==> src/rtl/cpu_fetch.sv <==
// Instruction fetch engine for mox125: single-outstanding Wishbone classic
// read master that feeds big-endian 32-bit fetch words into the instruction
// FIFO, repacking halfwords when the fetch target is halfword aligned.
module cpu_fetch #(
  parameter logic [31:0] BOOT_ADDRESS = 32'h0000_1000
) (
  input  logic        clk_i,
  input  logic        rst_i,
  input  logic        branch_i,
  input  logic [31:0] branch_pc_i,
  input  logic        fifo_full_i,
  output logic        fifo_we_o,
  output logic [31:0] data_o,
  output logic [31:0] pc_o,
  output logic        wb_cyc_o,
  output logic        wb_stb_o,
  output logic [31:0] wb_adr_o,
  output logic [3:0]  wb_sel_o,
  input  logic        wb_ack_i,
  input  logic [31:0] wb_dat_i
);

  localparam int unsigned XLEN = 32;
  localparam int unsigned HALF = 16;
  localparam int unsigned SELW = 4;

  localparam logic [XLEN-1:0] WORD_MASK = ~XLEN'(3);
  localparam logic [XLEN-1:0] HALF_MASK = ~XLEN'(1);
  localparam logic [XLEN-1:0] STEP      = XLEN'(4);

  typedef enum logic [1:0] {
    ST_REQ   = 2'd0,
    ST_WAIT  = 2'd1,
    ST_DRAIN = 2'd2
  } state_t;

  state_t            state_q, state_d;
  logic              cyc_q, cyc_d;
  logic [XLEN-1:0]   adr_q, adr_d;
  logic [XLEN-1:0]   fetch_adr_q, fetch_adr_d;
  logic              misalign_q, misalign_d;
  logic [HALF-1:0]   hold_q, hold_d;
  logic              hold_valid_q, hold_valid_d;
  logic [XLEN-1:0]   out_q, out_d;
  logic              out_valid_q, out_valid_d;
  logic [XLEN-1:0]   pc_q, pc_d;
  logic              push_c;

  // A word leaves toward the FIFO whenever one is held, the FIFO has room and
  // no redirect is invalidating it in the same cycle.
  assign push_c = out_valid_q & ~fifo_full_i & ~branch_i;

  assign fifo_we_o = push_c;
  assign data_o    = out_q;
  assign pc_o      = pc_q;
  assign wb_cyc_o  = cyc_q;
  assign wb_stb_o  = cyc_q;
  assign wb_adr_o  = adr_q;
  assign wb_sel_o  = {SELW{1'b1}};

  // Next-state, bus request, repacking and redirect logic.
  always_comb begin
    state_d      = state_q;
    cyc_d        = cyc_q;
    adr_d        = adr_q;
    fetch_adr_d  = fetch_adr_q;
    misalign_d   = misalign_q;
    hold_d       = hold_q;
    hold_valid_d = hold_valid_q;
    out_d        = out_q;
    out_valid_d  = out_valid_q;
    pc_d         = pc_q;

    if (push_c) begin
      out_valid_d = 1'b0;
      pc_d        = pc_q + STEP;
    end

    unique case (state_q)
      ST_REQ: begin
        if (!branch_i && !out_valid_q) begin
          cyc_d   = 1'b1;
          adr_d   = fetch_adr_q;
          state_d = ST_WAIT;
        end
      end
      ST_WAIT: begin
        if (wb_ack_i) begin
          cyc_d       = 1'b0;
          state_d     = ST_REQ;
          fetch_adr_d = fetch_adr_q + STEP;
          if (!branch_i) begin
            if (!misalign_q) begin
              out_d       = wb_dat_i;
              out_valid_d = 1'b1;
            end else begin
              // Low half of this word is the first half of the next fetch word.
              hold_d       = wb_dat_i[HALF-1:0];
              hold_valid_d = 1'b1;
              if (hold_valid_q) begin
                out_d       = {hold_q, wb_dat_i[XLEN-1:HALF]};
                out_valid_d = 1'b1;
              end
            end
          end
        end else if (branch_i) begin
          state_d = ST_DRAIN;
        end
      end
      ST_DRAIN: begin
        // The stale cycle must complete; its data is thrown away.
        if (wb_ack_i) begin
          cyc_d   = 1'b0;
          state_d = ST_REQ;
        end
      end
      default: begin
        cyc_d   = 1'b0;
        state_d = ST_REQ;
      end
    endcase

    // Redirect wins over everything except an in-flight bus cycle.
    if (branch_i) begin
      fetch_adr_d  = branch_pc_i & WORD_MASK;
      misalign_d   = branch_pc_i[1];
      pc_d         = branch_pc_i & HALF_MASK;
      out_valid_d  = 1'b0;
      hold_valid_d = 1'b0;
    end
  end

  // State and datapath registers; reset also drops any bus cycle at once.
  always_ff @(posedge clk_i or negedge rst_i) begin
    if (!rst_i) begin
      state_q      <= ST_REQ;
      cyc_q        <= 1'b0;
      adr_q        <= BOOT_ADDRESS & WORD_MASK;
      fetch_adr_q  <= BOOT_ADDRESS & WORD_MASK;
      misalign_q   <= BOOT_ADDRESS[1];
      hold_q       <= '0;
      hold_valid_q <= 1'b0;
      out_q        <= '0;
      out_valid_q  <= 1'b0;
      pc_q         <= BOOT_ADDRESS & HALF_MASK;
    end else begin
      state_q      <= state_d;
      cyc_q        <= cyc_d;
      adr_q        <= adr_d;
      fetch_adr_q  <= fetch_adr_d;
      misalign_q   <= misalign_d;
      hold_q       <= hold_d;
      hold_valid_q <= hold_valid_d;
      out_q        <= out_d;
      out_valid_q  <= out_valid_d;
      pc_q         <= pc_d;
    end
  end

endmodule

==> config.mk <==
export PLATFORM = sky130hd
export DESIGN_NAME = cpu_fetch
export DESIGN_NICKNAME = d
export VERILOG_FILES = /design/src/rtl/cpu_fetch.sv
export SDC_FILE = /design/constraint.sdc
export NUM_CORES = 1
export LEC_CHECK = 0
export CORE_MARGIN = 2
export CORE_UTILIZATION = 52
export CTS_BUF_LIST = sky130_fd_sc_hd__clkbuf_2 sky130_fd_sc_hd__clkbuf_4 sky130_fd_sc_hd__clkbuf_8
export DETAILED_ROUTE_END_ITERATION = 10
export PLACE_DENSITY = 0.94
export SKIP_CTS_REPAIR_TIMING = 1
export SYNTH_ARGS = -nofsm -noshare
export SYNTH_HDL_FRONTEND = slang
export SYNTH_SLANG_ARGS = --single-unit
==> constraint.sdc <==
create_clock -name clk_i -period 2.4 [get_ports clk_i]
set_input_delay 0.48 -clock clk_i [delete_from_list [all_inputs] [get_ports clk_i]]
set_output_delay 0.48 -clock clk_i [all_outputs]
set_load 0.1 [all_outputs]
==> results of run 1 <==
-- worst max-delay path by stage --
| stage | start | endpoint | slack [ns] | depth (start not counted) |
|---|---|---|---|---|
| global route | state_q[1] | fetch_adr_q[25] | 0.06 | 7 |
| floorplan | pc_o[2] | pc_o[14] | 0.09 | 5 |
| finish | state_q[1] | fetch_adr_q[25] | 0.20 | 7 |
| CTS | state_q[1] | fetch_adr_q[25] | 0.23 | 7 |
| detailed placement | wb_ack_i | fetch_adr_q[13] | 0.07 | 6 |
| global placement | wb_ack_i | fetch_adr_q[23] | 0.14 | 5 |
-- flip-flops by register name (all words and copies together), names as in the netlist --
register      flops
data_o           32
hold_valid_q      1
fetch_adr_q      30
pc_o             31
misalign_q        1
wb_adr_o         30
wb_cyc_o          1
hold_q           16
state_q           2
out_valid_q       1
-- per-stage QoR --
step	cell area, µm²	cells	total power [mW]	hold slack, ns
floorplan	7250	660	9.49	0.184
global placement	8900	981	11.0	0.454
detailed placement	8900	981	11.2	0.455
CTS	9390	1013	13.5	-0.0342
global route	9400	1014	14.0	0.506
finish	9400	1014	13.5	0.494
-- power groups by stage --
stage / sequential (mW) / combinational, mW / clock, mW
after floorplan: 8.02 / 1.47 / 0
after global placement: 3.81 / 7.24 / 0
after detailed placement: 3.86 / 7.35 / 0
after CTS: 3.83 / 7.37 / 2.34
after global routing: 3.94 / 7.61 / 2.45
final: 3.84 / 7.34 / 2.32
-- cells in the mapped netlist, types with 4 or more instances --
cell type    n
dfrtp_1    142
nor2_1      60
mux2_2      51
a21oi_1     38
mux2i_1     34
and4_1      20
nand2_1     20
nand4_1     19
nor3_1      19
buf_2       18
a31oi_1     16
mux2_1      16
xnor2_1     16
clkbuf_1    15
buf_4       13
a211oi_1    12
and3_1      12
nand3_1     12
o31ai_1     11
or4_1       11
o21ai_0      9
inv_1        8
nor2b_1      7
nor4_1       7
xor2_1       7
ha_1         6
a311oi_1     5
nor3b_1      5
or3_1        5
nand2b_1     4
-- cells by family after synthesis --
family                     after synthesis  synth area share (%)
other                                    2                 0.104
adders and majority gates                6                  1.04
and+or+nand+nor                        218                  17.6
DFF                                    145                  50.2
muxes                                  101                  15.1
buffers and inverters                   58                  4.20
AOI/OAI and AO/OA                      102                  8.86
xor gates and xnor gates                23                  2.79
-- layer usage --
| metal | wire [µm] | part of all wire, % | vias to the layer above | GRT usage (%) |
|---|---|---|---|---|
| met5 | 0 | 0 | - | 0 |
| met4 | 634 | 3.3 | 0 | 12.8 |
| met3 | 1170 | 6.0 | 54 | 5.62 |
| met2 | 9700 | 50 | 269 | 44.1 |
| met1 | 7820 | 40 | 3004 | 33.4 |
| li1 | - | - | 2738 | - |
-- area by class of cell --
| cell class | instances | area [µm²] | area share [%] |
|---|---|---|---|
| inverter | 10 | 37.5 | 0.399 |
| tap | 180 | 225 | 2.40 |
| multi-input combinational | 457 | 3330 | 35.5 |
| sequential | 145 | 3630 | 38.7 |
| timing repair buffer | 190 | 1690 | 17.9 |
| clock inverter | 11 | 211 | 2.25 |
| clock buffer | 21 | 270 | 2.88 |
-- worst max-delay path: stages, from the launching register on --
cell and delay (ns):
dfrtp_1 0.38, inv_1 0.12, ha_1 0.30, and4_1 0.34, nand4_2 0.22, buf_4 0.24
nor4b_1 0.37, a211oi_1 0.10
==> flow_metrics.py, run 1 <==
metrics = {
    "yosys": {
        "synth_flop_cell": "dfrtp_1",
        "synthTopCellsByArea": "dfrtp_1 49%, mux2_2 7.9%, mux2i_1 4.7%",
        "synth.distinct_cells": 56,
        "async_reset_ff_share_pct": 100,
        "synth-seq-cells": 145,
        "seq_area_frac_synth_pct": 50.2,
        "synth_edf_count": 0,
        "synth_top_area_share_pct": 49.1,
        "synth_area_um2": 7230,
        "yosys_warnings": 0,
        "syn_avg_cell_area_um2": 11.0,
        "synth_largest_area_cell": "dfrtp_1",
        "syn_inst": 655,
    },
    "job": {
        "max-cap-violations": 0,
    },
    "clock_tree": {
        "cts.clk_slew.worst_paths_ns": 0.08,
        "clock-sinks": 145,
        "h-tree-depth": 4,
        "clockRootBuffer": "clkbuf_8",
        "tritoncts": "done",
        "clockBufferDepth": 2,
        "clock_latency_ns": 0.46,
        "cts_buffers": 17,
    },
    "timing": {
        "fin_skew_ns": 0.0148,
        "hold_viol_final": 0,
        "rsz0062_at_grt": "false",
        "period_share_pct": 91.7,
        "setup_ws_ns": 0.198,
        "fmax_mhz": 454,
        "worstMarginPinSlew_ns": 0.541,
        "setup_tns_ns": 0,
        "slew_viol_final": 0,
        "setup_viol": 0,
        "relSlewSlack_pct": 64.0,
        "fin_crit_ns": 2.20,
    },
    "cells_and_area": {
        "nNetsFinal": 896,
        "antenna-diode-count": 0,
        "fill_cells": 981,
        "layout-drive-gt1-share_pct": 27.0,
        "area_growth_pct": 30.0,
        "final_core_util_pct": 68.5,
        "layout_common_cells": "141 x dfrtp_1, 115 x buf_4, 66 x clkdlybuf4s50_1",
        "final_common_cell": "dfrtp_1",
    },
    "worst_hold_path": {
        "hold_depth": 1,
        "hold_class": "reg2reg",
        "whs_endpoint": "hold_q[13]",
        "min_from": "hold_q[13]",
    },
    "power": {
        "intPower_mw": 6.37,
        "pwr-share-clk_pct": 17.2,
        "seq_power_share_pct": 28.4,
        "peakVddDrop_v": 0.00135,
        "power_frac_comb_pct": 54.4,
        "power_leakage_nw": 3.99,
        "p_switching_mw": 7.13,
        "p_per_area_nw_per_um2": 1440,
        "swShare_pct": 52.8,
    },
    "worst_setup_path": {
        "critPathKind": "reg2reg",
        "crit_arrival_ns": 2.53,
        "critPathRequiredTime_ns": 2.73,
        "rrSetupSlack_ns": 0.20,
        "r2r-end": "fetch_adr_q[25]",
        "cp-end-kind": "flip-flop",
        "start_kind": "flip-flop",
        "cp_max_fo": 7,
        "rr_worst_depth": 7,
        "r2r_start": "state_q[1]",
    },
    "drt": {
        "antenna_left": 0,
        "routed_via_density": 5.98,
        "num_vias": 6065,
        "drt-wirelength-per-cell_um": 19.1,
        "wl_mm": 19.3,
        "drc": 0,
        "first_pass_iters": 5,
        "drtIter0Drc": 551,
    },
    "global_routing": {
        "grt_pass1_wl_mm": 30.4,
        "grt_overflow_total": 0,
        "grt_use_total_pct": 26.6,
        "grt_max_degree": 72,
        "grt_antenna_before_repair": 0,
        "grt_pass1_vias": 5980,
    },
    "floorplanning": {
        "initial_core_util_pct": 52.7,
        "num_io_pins": 172,
        "row_count": 43,
        "die-area_um2": 14900,
        "die_h_um": 122,
        "coreArea_um2": 13700,
        "die_w_um": 122,
    },
    "status": {
        "outcome": "completed",
    },
    "place": {
        "place.gp.congestion": 0.880,
        "port_buffers": 163,
        "hpwlAfterDp_mm": 13.5,
        "post-place-ws_ns": 0.0709,
    },
}
No activity file was read; power rests on OpenSTA's default activity.
==> inputs of run 2 (changes only) <==
- CAP_MARGIN: unset -> 15
==> results of run 2 <==
No change in the layout: final DEF, timing and power equal those of run 1.
